File: src/rtl/sev_seg_number_formatter.sv
// Converts a 16-bit value into four seven-segment patterns plus dots.
// Decimal uses double-dabble (one shift per clock); hex encodes nibbles directly.
module sev_seg_number_formatter #(
  parameter bit BLANK_LEADING_ZEROS = 1'b1
) (
  input  logic        clk,
  input  logic        rst,
  input  logic        start,
  input  logic [15:0] value,
  input  logic        hex_mode,
  input  logic [3:0]  dot_mask,
  output logic        busy,
  output logic        done,
  output logic [6:0]  digit_0,
  output logic [6:0]  digit_1,
  output logic [6:0]  digit_2,
  output logic [6:0]  digit_3,
  output logic [3:0]  dots
);

  typedef enum logic [1:0] {IDLE, CONVERT, ENCODE} state_t;

  typedef struct packed {
    logic       hex;
    logic       ovf;
    logic [3:0] dots;
  } req_t;

  state_t          state, state_nxt;
  req_t            req_q;
  logic [15:0]     shreg, bcd, bcd_adj;
  logic [3:0]      cnt;
  logic [3:0][3:0] nib;
  logic [3:0][6:0] seg_nxt;
  logic            blank;

  function automatic logic [6:0] seg7(input logic [3:0] n);
    case (n)
      4'h0: seg7 = 7'h3F;  4'h1: seg7 = 7'h06;  4'h2: seg7 = 7'h5B;  4'h3: seg7 = 7'h4F;
      4'h4: seg7 = 7'h66;  4'h5: seg7 = 7'h6D;  4'h6: seg7 = 7'h7D;  4'h7: seg7 = 7'h07;
      4'h8: seg7 = 7'h7F;  4'h9: seg7 = 7'h6F;  4'hA: seg7 = 7'h77;  4'hB: seg7 = 7'h7C;
      4'hC: seg7 = 7'h39;  4'hD: seg7 = 7'h5E;  4'hE: seg7 = 7'h79;  4'hF: seg7 = 7'h71;
      default: seg7 = 7'h00;
    endcase
  endfunction

  always_ff @(posedge clk or negedge rst) begin
    if (!rst) state <= IDLE;
    else      state <= state_nxt;
  end

  always_comb begin
    state_nxt = state;
    case (state)
      IDLE:    if (start) state_nxt = hex_mode ? ENCODE : CONVERT;
      CONVERT: if (cnt == 4'd15) state_nxt = ENCODE;
      ENCODE:  state_nxt = IDLE;
      default: state_nxt = IDLE;
    endcase
  end

  assign busy = (state != IDLE);

  // Add-3 correction on every BCD digit before each shift.
  for (genvar i = 0; i < 4; i++) begin : g_adj
    assign bcd_adj[4*i +: 4] = (bcd[4*i +: 4] >= 4'd5) ? bcd[4*i +: 4] + 4'd3 : bcd[4*i +: 4];
  end

  // In hex mode shreg still holds the raw value; after 16 shifts it is zero
  // and bcd carries the decimal digits.
  assign nib = req_q.hex ? shreg : bcd;

  always_comb begin
    seg_nxt = '0;
    blank   = BLANK_LEADING_ZEROS;
    for (int i = 3; i >= 1; i--) begin
      blank      = blank && (nib[i] == 4'd0);
      seg_nxt[i] = blank ? 7'h00 : seg7(nib[i]);
    end
    seg_nxt[0] = seg7(nib[0]);
    if (req_q.ovf && !req_q.hex) seg_nxt = {4{7'h40}};
  end

  always_ff @(posedge clk or negedge rst) begin
    if (!rst) begin
      req_q   <= '0;
      shreg   <= '0;
      bcd     <= '0;
      cnt     <= '0;
      done    <= 1'b0;
      digit_0 <= '0;
      digit_1 <= '0;
      digit_2 <= '0;
      digit_3 <= '0;
      dots    <= '0;
    end else begin
      done <= 1'b0;
      case (state)
        IDLE: if (start) begin
          req_q.hex  <= hex_mode;
          req_q.ovf  <= (value > 16'd9999);
          req_q.dots <= dot_mask;
          shreg      <= value;
          bcd        <= '0;
          cnt        <= '0;
        end
        CONVERT: begin
          {bcd, shreg} <= {bcd_adj[14:0], shreg, 1'b0};
          cnt          <= cnt + 4'd1;
        end
        ENCODE: begin
          digit_0 <= seg_nxt[0];
          digit_1 <= seg_nxt[1];
          digit_2 <= seg_nxt[2];
          digit_3 <= seg_nxt[3];
          dots    <= req_q.dots;
          done    <= 1'b1;
        end
        default: ;
      endcase
    end
  end

endmodule

File: config.mk
export PLATFORM = sky130hd
export DESIGN_NAME = sev_seg_number_formatter
export DESIGN_NICKNAME = d
export VERILOG_FILES = /design/src/rtl/sev_seg_number_formatter.sv
export SDC_FILE = /design/constraint.sdc
export NUM_CORES = 1
export LEC_CHECK = 0
export ABC_AREA = 1
export BUFFER_PORTS_ARGS = -buffer_cell sky130_fd_sc_hd__buf_2
export CELL_PAD_IN_SITES_DETAIL_PLACEMENT = 0
export CELL_PAD_IN_SITES_GLOBAL_PLACEMENT = 1
export CORE_ASPECT_RATIO = 0.8
export CORE_UTILIZATION = 44
export CTS_BUF_LIST = sky130_fd_sc_hd__clkbuf_8
export CTS_CLUSTER_SIZE = 16
export DETAILED_ROUTE_END_ITERATION = 16
export PLACE_DENSITY_LB_ADDON = 0.1
export SLEW_MARGIN = 20
export SYNTH_ARGS = -nofsm -noshare
export SYNTH_HDL_FRONTEND = slang
export SYNTH_SLANG_ARGS = --single-unit
export TNS_END_PERCENT = 30
File: constraint.sdc
create_clock -name clk -period 2.3 [get_ports clk]
set_input_delay 0.115 -clock clk [delete_from_list [all_inputs] [get_ports clk]]
set_output_delay 0.115 -clock clk [all_outputs]
set_load 0.005 [all_outputs]
==> metrics.txt, run 1 <==
Worst Clk Skew=11.7 ps; Distinct cells, synth=32; WHS Endpoint=req_q[4]; initial cell density of the core=0.460; Clock Latency Late Sink=360 ps; drt first pass iters=5; Max Slew Vio Count=0; TritonCTS Sinks=77; worst-path fanout max=10; vias per std cell=5.06; critical path type=reg2reg; proportion of layout cells with a drive suffix above 1=0.182; final WL=11.1 mm; die area=0.0106 mm2; Syn-to-layout area delta=17.0%; FF-to-FF End=digit_2[5]; min setup slack post-route=336 ps; count of input and output buffers=57; Synth async-reset ratio=1.00; H-Tree Level Count=3; clk buf depth=2; 1st-iter DRT viols=205; Hold Startpoint=value[13]; # DRC=0; Post-synth EDFFs=0; Avg WL per Cell=14.0 um; CP Data Required Time=2560 ps; crit end category=flop; Core Footprint=0.00977 mm2; Register Area=0.00193 mm2; Detail Placement HPWL=8.17 mm; first-pass GRT wire length=18.6 mm; Tot GR Track Use=0.227; Max VDD drop=0.662 mV; Die Ht=92.4 um; TNS Setup=0 ps; Startpoint Class=flop; Multi-input gate area=0.00225 mm2; routability cong.=0.873; CTS Buf Count=9; via count=3995; Post CTS Setup Buffer Count=0; Mapped Cells=573; status=finished, final reports clean; post-place setup slack=331 ps; FF-to-FF path depth=12; utilization after layout=0.539; Antenna Nets Post-Route=0; Synth Net Count=630; Critical R2R Launch=req_q[5]; initial antenna violation count=0; critical path arrival=2230 ps; fin crit share=0.854; Leak=2.70 nW; power per standard cell area=1410 mW/mm2; Warnings, synthesis=0; Worst-Margin Slew=667 ps; largest net degree at the start of global routing=42; Mean Syn Cell Area=7.85 um2; Fmax=0.509 GHz; hold_ws=38.7 ps; final setup vio count=0; post-synthesis sequential area ratio=0.428; nets=705; diode count=0; r2r setup slk=340 ps; Worst slew margin=0.555; Die Span X=115 um; RSZ-0062 raised after global routing=false; Post-synth top flop=dfrtp_1; num rows=32; Reg clk slew, reported paths=90 ps; grt total ovfl=0; maxcap violations=0; Hold Violations, Final=0; CTS tree=built; Root Driver=clkbuf_8; Ports=58; Worst Hold Class=in2reg; number of fillers in the final layout=989; WHS Path Cells=3; Yosys reg bits=77; vias in the first global route=3739; Post-Syn Area=0.00450 mm2; Final min period=1960 ps
==> worst max-delay path by stage <==
stage / cells past startpoint / slack, ps / to / startpoint
after floorplan: 11 / 470 / digit_2[5] / req_q[5]
after global placement: 8 / 360 / digit_0[2] / req_q[5]
after detailed placement: 12 / 330 / digit_2[5] / req_q[5]
after CTS: 12 / 320 / digit_2[5] / req_q[5]
after global routing: 10 / 120 / digit_1[1] / req_q[5]
final: 12 / 340 / digit_2[5] / req_q[5]
==> cell families after synthesis <==
logic type / Yosys count / share of synthesized area
flops: 77 / 0.428
fa+ha+maj: 33 / 0.0918
compound gates: 142 / 0.180
mux: 1 / 0.00223
buf+inv: 79 / 0.0720
simple gates: 238 / 0.220
xor+xnor: 3 / 0.00584
==> worst max-delay path, cell delays in order, from the launching register on <==
cell	delay (ps)
dfrtp_1	490
buf_4	210
nand2_1	70
o21ai_2	100
inv_2	90
ha_1	180
nand3_1	80
nor2_1	240
nand2_1	140
nand2_2	140
inv_2	40
nand2_1	60
nand2_1	40
==> metal layers <==
metal | GRT usage | routed length, um
met5 | 0 | 0
met4 | 0.0649 | 165
met3 | 0.0465 | 393
met2 | 0.345 | 4780
met1 | 0.324 | 5730
==> power by group <==
part | leakage, nW | total [mW] | switching (mW) | internal, mW
Sequential | 0.970 | 2.29 | 0.380 | 1.91
Combinational | 1.63 | 4.05 | 2.64 | 1.41
Clock | 0.100 | 1.06 | 0.528 | 0.529
==> cells in the final DEF (no fill, tap or decap), drive strengths merged <==
cell type	n
nand2	173
dfrtp	77
o21ai	76
buf	69
inv	66
a21oi	38
ha	33
nand3	29
nor2	25
o22ai	12
clkbuf	10
dlygate4sd3	10
o211ai	6
or2	5
o221ai	4
nor3	3
a22oi	3
xor2	3
nand4	2
clkinvlp	2
a32o	1
a22o	1
o31ai	1
nand3b	1
mux2i	1
bufinv	1
clkinv	1
==> Yosys cell counts, types with 2 or more instances <==
cell / n / area, um2
o221ai_1: 4 / 35.0
dfrtp_1: 77 / 1930
buf_6: 2 / 22.5
nand3_1: 29 / 145
nor3_1: 3 / 15.0
nor2_1: 21 / 78.8
o21ai_0: 51 / 255
a21oi_1: 38 / 190
buf_2: 4 / 20.0
o21ai_1: 16 / 80.1
nand2_2: 7 / 43.8
o21ai_2: 9 / 78.8
o22ai_1: 12 / 75.1
xor2_1: 3 / 26.3
inv_2: 9 / 33.8
or2_2: 5 / 31.3
buf_4: 2 / 15.0
nor2_2: 4 / 25.0
a22oi_1: 3 / 22.5
o211ai_1: 6 / 45.0
nand2_1: 165 / 619
inv_1: 55 / 206
clkbuf_1: 6 / 22.5
nand4_1: 2 / 12.5
ha_1: 33 / 413
==> through the flow <==
step,cells,total power [mW],area [um2]
after floorplan,573,5.15,4500
after global placement,763,6.31,4960
after detailed placement,763,6.35,4960
after CTS,789,7.44,5260
after global routing,789,8.20,5260
final,789,7.40,5260
==> flip-flops by register name, summed over array words and instances (netlist names), 6 cells and up <==
signal and flops:
digit_0 7, req_q 6, digit_1 7, digit_2 7
bcd 16, digit_3 7, shreg 16
==> what timing repair did <==
| action | CTS | global route |
|---|---|---|
| endpoints found under the hold margin | 48 | 0 |
| gates resized for setup | 0 | 0 |
| hold buffers | 10 | 0 |
==> layout make-up <==
| cell class | count | share of cell area |
|---|---|---|
| inverters | 64 | 0.0456 |
| multi-input cells | 417 | 0.427 |
| clock inverters | 6 | 0.0119 |
| clock buffers | 10 | 0.0262 |
| flip-flops and latches | 77 | 0.366 |
| repair buffers | 79 | 0.0908 |
| well taps | 136 | 0.0323 |
Note: power is estimated with default switching activity, not from simulation.
==> inputs of run 2 (changes only) <==
--- a/config.mk
+++ b/config.mk
@@ -14,6 +14,7 @@
 export CTS_BUF_LIST = sky130_fd_sc_hd__clkbuf_8
 export CTS_CLUSTER_SIZE = 16
 export DETAILED_ROUTE_END_ITERATION = 16
+export GPL_TIMING_DRIVEN = 0
 export PLACE_DENSITY_LB_ADDON = 0.1
 export SLEW_MARGIN = 20
 export SYNTH_ARGS = -nofsm -noshare
==> metrics.txt, run 2 (same netlist as run 1, synthesis figures left out) <==
post-place setup slack=21.6 ps (-309 ps); Leak=2.70 nW (+0.19%); utilization after layout=0.541 (+0.00256); 1st-iter DRT viols=207 (+0.98%); final setup vio count=0 (unchanged); Critical R2R Launch=req_q[5]; initial cell density of the core=0.460 (unchanged); CTS tree=built; Core Footprint=0.00977 mm2 (unchanged); grt total ovfl=0 (unchanged); FF-to-FF path depth=10 (-2); status=finished, final reports clean; vias in the first global route=3961 (+5.9%); Syn-to-layout area delta=17.6%; Max VDD drop=0.593 mV (-10%); Ports=58 (unchanged); Die Span X=115 um (unchanged); routability cong.=0.867 (-0.77%); worst-path fanout max=10 (unchanged); crit end category=flop; Max Slew Vio Count=0 (unchanged); Worst Hold Class=in2reg; largest net degree at the start of global routing=58 (+38%); CP Data Required Time=2580 ps (+20 ps); registers with the most flip-flops=bcd x16, shreg x16; maxcap violations=0 (unchanged); proportion of layout cells with a drive suffix above 1=0.181 (-0.00111); TritonCTS Sinks=77 (unchanged); # DRC=0 (unchanged); final WL=11.0 mm (-0.23%); via count=4036 (+1.0%); critical path arrival=2330 ps (+100 ps); FF-to-FF End=digit_3[2]; Fmax=0.486 GHz (-4.5%); RSZ-0062 raised after global routing=false; Detail Placement HPWL=8.22 mm (+0.65%); Clock Latency Late Sink=360 ps (about the same); clk buf depth=2 (unchanged); Hold Violations, Final=0 (unchanged); r2r setup slk=240 ps (-90 ps); Reg clk slew, reported paths=90 ps (about the same); min setup slack post-route=244 ps (-92.3 ps); drt first pass iters=5 (unchanged); H-Tree Level Count=3 (unchanged); Startpoint Class=flop; fin crit share=0.894 (+0.0401); TNS Setup=0 ps (unchanged); Root Driver=clkbuf_8; WHS Path Cells=3 (unchanged); number of fillers in the final layout=1012 (+2.3%); Tot GR Track Use=0.230 (+0.00375); first-pass GRT wire length=19.0 mm (+2.3%); count of input and output buffers=57 (unchanged); WHS Endpoint=req_q[4]; Die Ht=92.4 um (unchanged); Post CTS Setup Buffer Count=0 (unchanged); nets=709 (+0.57%); Hold Startpoint=value[13]; num rows=32 (unchanged); diode count=0 (unchanged); Worst slew margin=0.614 (+0.0594); Antenna Nets Post-Route=0 (unchanged); vias per std cell=5.09 (+0.52%); commonest non-fill, non-tap cell in the layout=nand2_1; hold_ws=23.4 ps (-15.3 ps); CTS Buf Count=9 (unchanged); Avg WL per Cell=13.9 um (-0.74%); initial antenna violation count=0 (unchanged); power per standard cell area=1410 mW/mm2 (about the same); Final min period=2060 ps (+92.3 ps); Worst Clk Skew=9.68 ps (-2.05 ps); die area=0.0106 mm2 (unchanged); critical path type=reg2reg; commonest non-fill, non-tap cells in the layout=nand2_1 (165), dfrtp_1 (76), buf_2 (60); Worst-Margin Slew=579 ps (-88.3 ps)
## run 2: changes by cell type in the layout (fill, tap and decap cells not counted), moves of 2 or more
cell        previous run  this run
buf_4                 13         3
clkbuf_1               0         6
buf_2                 56        60
buf_6                  0         2
clkinv_2               1         3
clkinv_4               0         2
clkinvlp_4             2         0
o21ai_0               51        49
o21ai_1               16        18
## run 2: timing repair
action / CTS / global route
gates resized for setup: 1 / 3
hold buffers: 10 / 0
setup endpoints to repair: 2 / 18
endpoints found under the hold margin: 42 / 0
## run 2: cell type report
type / instances / area, um2 / share of cell area
clock inverters: 6 / 62.6 / 0.0118
repair buffers: 68 / 415 / 0.0786
flip-flops and latches: 77 / 1930 / 0.365
inverters: 64 / 240 / 0.0454
clock buffers: 10 / 138 / 0.0260
multi-input cells: 417 / 2250 / 0.425
plain buffers: 15 / 83.8 / 0.0159
well taps: 136 / 170 / 0.0322
## run 2: critical path: stages, from the launching register on
cell and delay (ps):
dfrtp_2 470, buf_6 170, buf_6 150, o21ai_2 270
inv_2 90, ha_1 220, nand3_1 110, nor2_2 60
nor2_2 230, inv_1 70, o21ai_1 140
## run 2: per-layer routing
metal,vias up,share of wire,GRT usage
met5,-,0,0
met4,0,0.0097,0.0552
met3,11,0.038,0.0465
met2,73,0.43,0.356
met1,1898,0.52,0.330
li1,2054,-,-
## run 2: worst max path at each step
stage,endpoint,slack [ps],start,cells past startpoint
3_5_place_dp,digit_1[0],20,req_q[5],9
3_3_place_gp,digit_1[5],80,req_q[5],9
5_1_grt,digit_3[5],10,req_q[5],10
2_1_floorplan,digit_2[5],470,req_q[5],11
4_1_cts,digit_2[3],40,req_q[5],8
6_report,digit_3[2],240,req_q[5],10
## run 2: metrics by stage
step           cell area [um2]  cells  power (mW)
2_1_floorplan             4500    573        5.15
3_3_place_gp              4950    766        6.30
3_5_place_dp              4980    767        6.38
4_1_cts                   5280    793        7.47
5_1_grt                   5290    793        8.24
6_report                  5290    793        7.43
## run 2: report_power, final
group | switching, mW | total [mW] | leakage (nW) | internal, mW
Clock | 0.513 | 1.04 | 0.106 | 0.529
Sequential | 0.365 | 2.28 | 0.969 | 1.91
Combinational | 2.69 | 4.11 | 1.63 | 1.42
==> inputs of run 3 (changes only) <==
--- a/config.mk
+++ b/config.mk
@@ -5,17 +5,17 @@
 export SDC_FILE = /design/constraint.sdc
 export NUM_CORES = 1
 export LEC_CHECK = 0
-export ABC_AREA = 1
+export ABC_AREA = 0
 export BUFFER_PORTS_ARGS = -buffer_cell sky130_fd_sc_hd__buf_2
 export CELL_PAD_IN_SITES_DETAIL_PLACEMENT = 0
 export CELL_PAD_IN_SITES_GLOBAL_PLACEMENT = 1
 export CORE_ASPECT_RATIO = 0.8
-export CORE_UTILIZATION = 44
-export CTS_BUF_LIST = sky130_fd_sc_hd__clkbuf_8
+export CORE_UTILIZATION = 45
 export CTS_CLUSTER_SIZE = 16
 export DETAILED_ROUTE_END_ITERATION = 16
 export GPL_TIMING_DRIVEN = 0
 export PLACE_DENSITY_LB_ADDON = 0.1
+export SETUP_SLACK_MARGIN = 0.15
 export SLEW_MARGIN = 20
 export SYNTH_ARGS = -nofsm -noshare
 export SYNTH_HDL_FRONTEND = slang
==> metrics.txt, run 3 <==
H-Tree Level Count=3 (unchanged); # DRC=0 (unchanged); diode count=0 (unchanged); final setup vio count=0 (unchanged); Post-synth EDFFs=0 (unchanged); registers with the most flip-flops=bcd x16, shreg x16; Post-Syn Area=0.00459 mm2 (+2.1%); CTS Buf Count=9 (unchanged); proportion of layout cells with a drive suffix above 1=0.231 (+0.0501); Max VDD drop=0.815 mV (+37%); Synth top cells by count=dfrtp_1 (77), nand2_1 (69), ha_1 (33), nor2_1 (28), o21ai_0 (26); routability cong.=0.854 (-1.5%); r2r setup slk=40 ps (-200 ps); vias in the first global route=3660 (-7.6%); initial antenna violation count=0 (unchanged); WHS Endpoint=shreg[5]; WHS Path Cells=3 (unchanged); Yosys top cell area share=0.420 (-0.00875); crit end category=flop; Avg WL per Cell=17.1 um (+23%); Leak=2.70 nW (+0.11%); RSZ-0062 raised after global routing=true; Yosys reg bits=77 (unchanged); Register Area=0.00193 mm2 (about the same); Hold Violations, Final=0 (unchanged); via count=3793 (-6.0%); Mean Syn Cell Area=9.90 um2 (+26%); Final min period=2260 ps (+200 ps); Die Ht=92.4 um (about the same); critical path type=reg2reg; Ports=58 (unchanged); Startpoint Class=flop; Warnings, synthesis=0 (unchanged); utilization after layout=0.582 (+0.0410); Synth Net Count=521 (-17%); Core Footprint=0.00977 mm2 (unchanged); post-synthesis sequential area ratio=0.420 (-0.00875); CTS tree=built; Syn-to-layout area delta=23.9%; final WL=11.9 mm (+7.5%); min setup slack post-route=43.7 ps (-200 ps); maxcap violations=0 (unchanged); commonest non-fill, non-tap cells in the layout=dfrtp_1 (77), nand2_1 (69), buf_2 (59); largest net degree at the start of global routing=43 (-26%); first-pass GRT wire length=19.4 mm (+2.1%); power per standard cell area=1490 mW/mm2 (+6.2%); Multi-input gate area=0.00254 mm2 (+13%); Mapped Cells=464 (-19%); Reg clk slew, reported paths=60 ps (-30 ps); nets=611 (-14%); initial cell density of the core=0.470 (+0.00961); Detail Placement HPWL=8.20 mm (-0.29%); Tot GR Track Use=0.242 (+0.0117); Worst Clk Skew=6.28 ps (-3.40 ps); critical path arrival=2480 ps (+150 ps); Die Span X=115 um (about the same); grt total ovfl=0 (unchanged); Fmax=0.443 GHz (-8.9%); Worst slew margin=0.470 (-0.144); Max Slew Vio Count=0 (unchanged); Worst Hold Class=in2reg; Hold Startpoint=value[5]; FF-to-FF path depth=10 (unchanged); count of input and output buffers=57 (unchanged); CP Data Required Time=2520 ps (-60 ps); commonest non-fill, non-tap cell in the layout=dfrtp_1; Synth async-reset ratio=1.00 (unchanged); Worst-Margin Slew=793 ps (+214 ps); Distinct cells, synth=62 (+94%); Antenna Nets Post-Route=0 (unchanged); Finished Cell Area=0.00569 mm2 (+7.6%); fin crit share=0.981 (+0.0871); main area contributors after synthesis=dfrtp_1 (42%), ha_1 (9.0%), nand2_1 (5.6%); status=finished, final reports clean; Post-synth top flop=dfrtp_1; Critical R2R Launch=req_q[5]; Clock Latency Late Sink=330 ps (-30 ps); drt first pass iters=5 (unchanged); worst-path fanout max=6 (-4); clk buf depth=2 (unchanged); num rows=32 (unchanged); Placement Cell Area=0.00513 mm2 (+3.0%); die area=0.0106 mm2 (-0.18%); Root Driver=clkbuf_16; post-place setup slack=-253 ps (-275 ps); hold_ws=22.9 ps (-0.488 ps); TritonCTS Sinks=77 (unchanged); 1st-iter DRT viols=260 (+26%); count leader, synth=dfrtp_1; number of fillers in the final layout=896 (-11%); FF-to-FF End=digit_2[1]; vias per std cell=5.47 (+7.4%); Yosys top cell by area=dfrtp_1
==> run 3: routing by layer <==
metal | global-route usage | share of wire | routed length [um] | up-vias
li1 | - | - | - | 1840
met1 | 0.345 | 0.49 | 5830 | 1848
met2 | 0.377 | 0.45 | 5390 | 94
met3 | 0.0471 | 0.046 | 543 | 11
met4 | 0.0595 | 0.0097 | 115 | 0
met5 | 0 | 0 | 0 | -
==> run 3: cell families (layout without fill, tap and decap cells) <==
logic type               Yosys count  count (layout)  share of synthesized area
adder cells (fa/ha/maj)           33              33                     0.0899
AO/OA/AOI/OAI                    111             111                      0.171
XOR/XNOR                           8               8                     0.0153
buffers and inverters             49             143                     0.0515
flip-flops                        77              77                      0.420
AND/OR/NAND/NOR                  148             148                      0.147
multiplexers                      38              38                      0.105
==> run 3: metrics by stage <==
step	TNS [ps]	power (mW)	cells
2_1_floorplan	0	5.56	464
3_3_place_gp	-2590	6.63	657
3_5_place_dp	-2970	6.74	658
4_1_cts	0	8.41	693
5_1_grt	-752	9.21	694
6_report	0	8.49	694
==> run 3: worst max path at each step <==
stage                 endpoint      from
finish              digit_2[1]  req_q[5]
global route        digit_1[2]  req_q[5]
CTS                 digit_2[1]  req_q[5]
detailed placement  digit_1[3]  req_q[5]
global placement    digit_1[3]  req_q[5]
floorplan           digit_2[0]  req_q[5]
==> run 3: repair_timing <==
item | in CTS | in global routing
pin swaps | 2 | 2
buffers inserted | 9 | 1
cloned | 1 | 0
resized for setup | 6 | 11
setup endpoints to repair | 28 | 24
endpoints found under the hold margin | 44 | 0
hold buffers | 10 | 0
==> run 3: critical path: stages (launching register included) <==
cell      delay, ps
dfrtp_1         370
buf_6           130
buf_12          120
buf_12          140
mux2i_4         230
ha_4            180
nor4b_4         270
o221ai_4        190
and2_4          180
buf_6           120
a32o_1          210
==> run 3: power by group <==
| part | internal, mW | switching [mW] | leakage [nW] |
|---|---|---|---|
| clock network | 0.813 | 0.534 | 0.139 |
| logic | 2.19 | 2.52 | 1.60 |
| registers | 1.92 | 0.513 | 0.969 |
| total | 4.93 | 3.56 | 2.70 |
==> run 3: layout make-up <==
class                      count  area share
sequential                    77       0.339
inverter                      24      0.0158
timing repair buffer          79      0.0919
clock buffer                  14      0.0482
tap                          136      0.0299
multi-input combinational    338       0.446
buffer                        25      0.0282
clock inverter                 1    0.000880
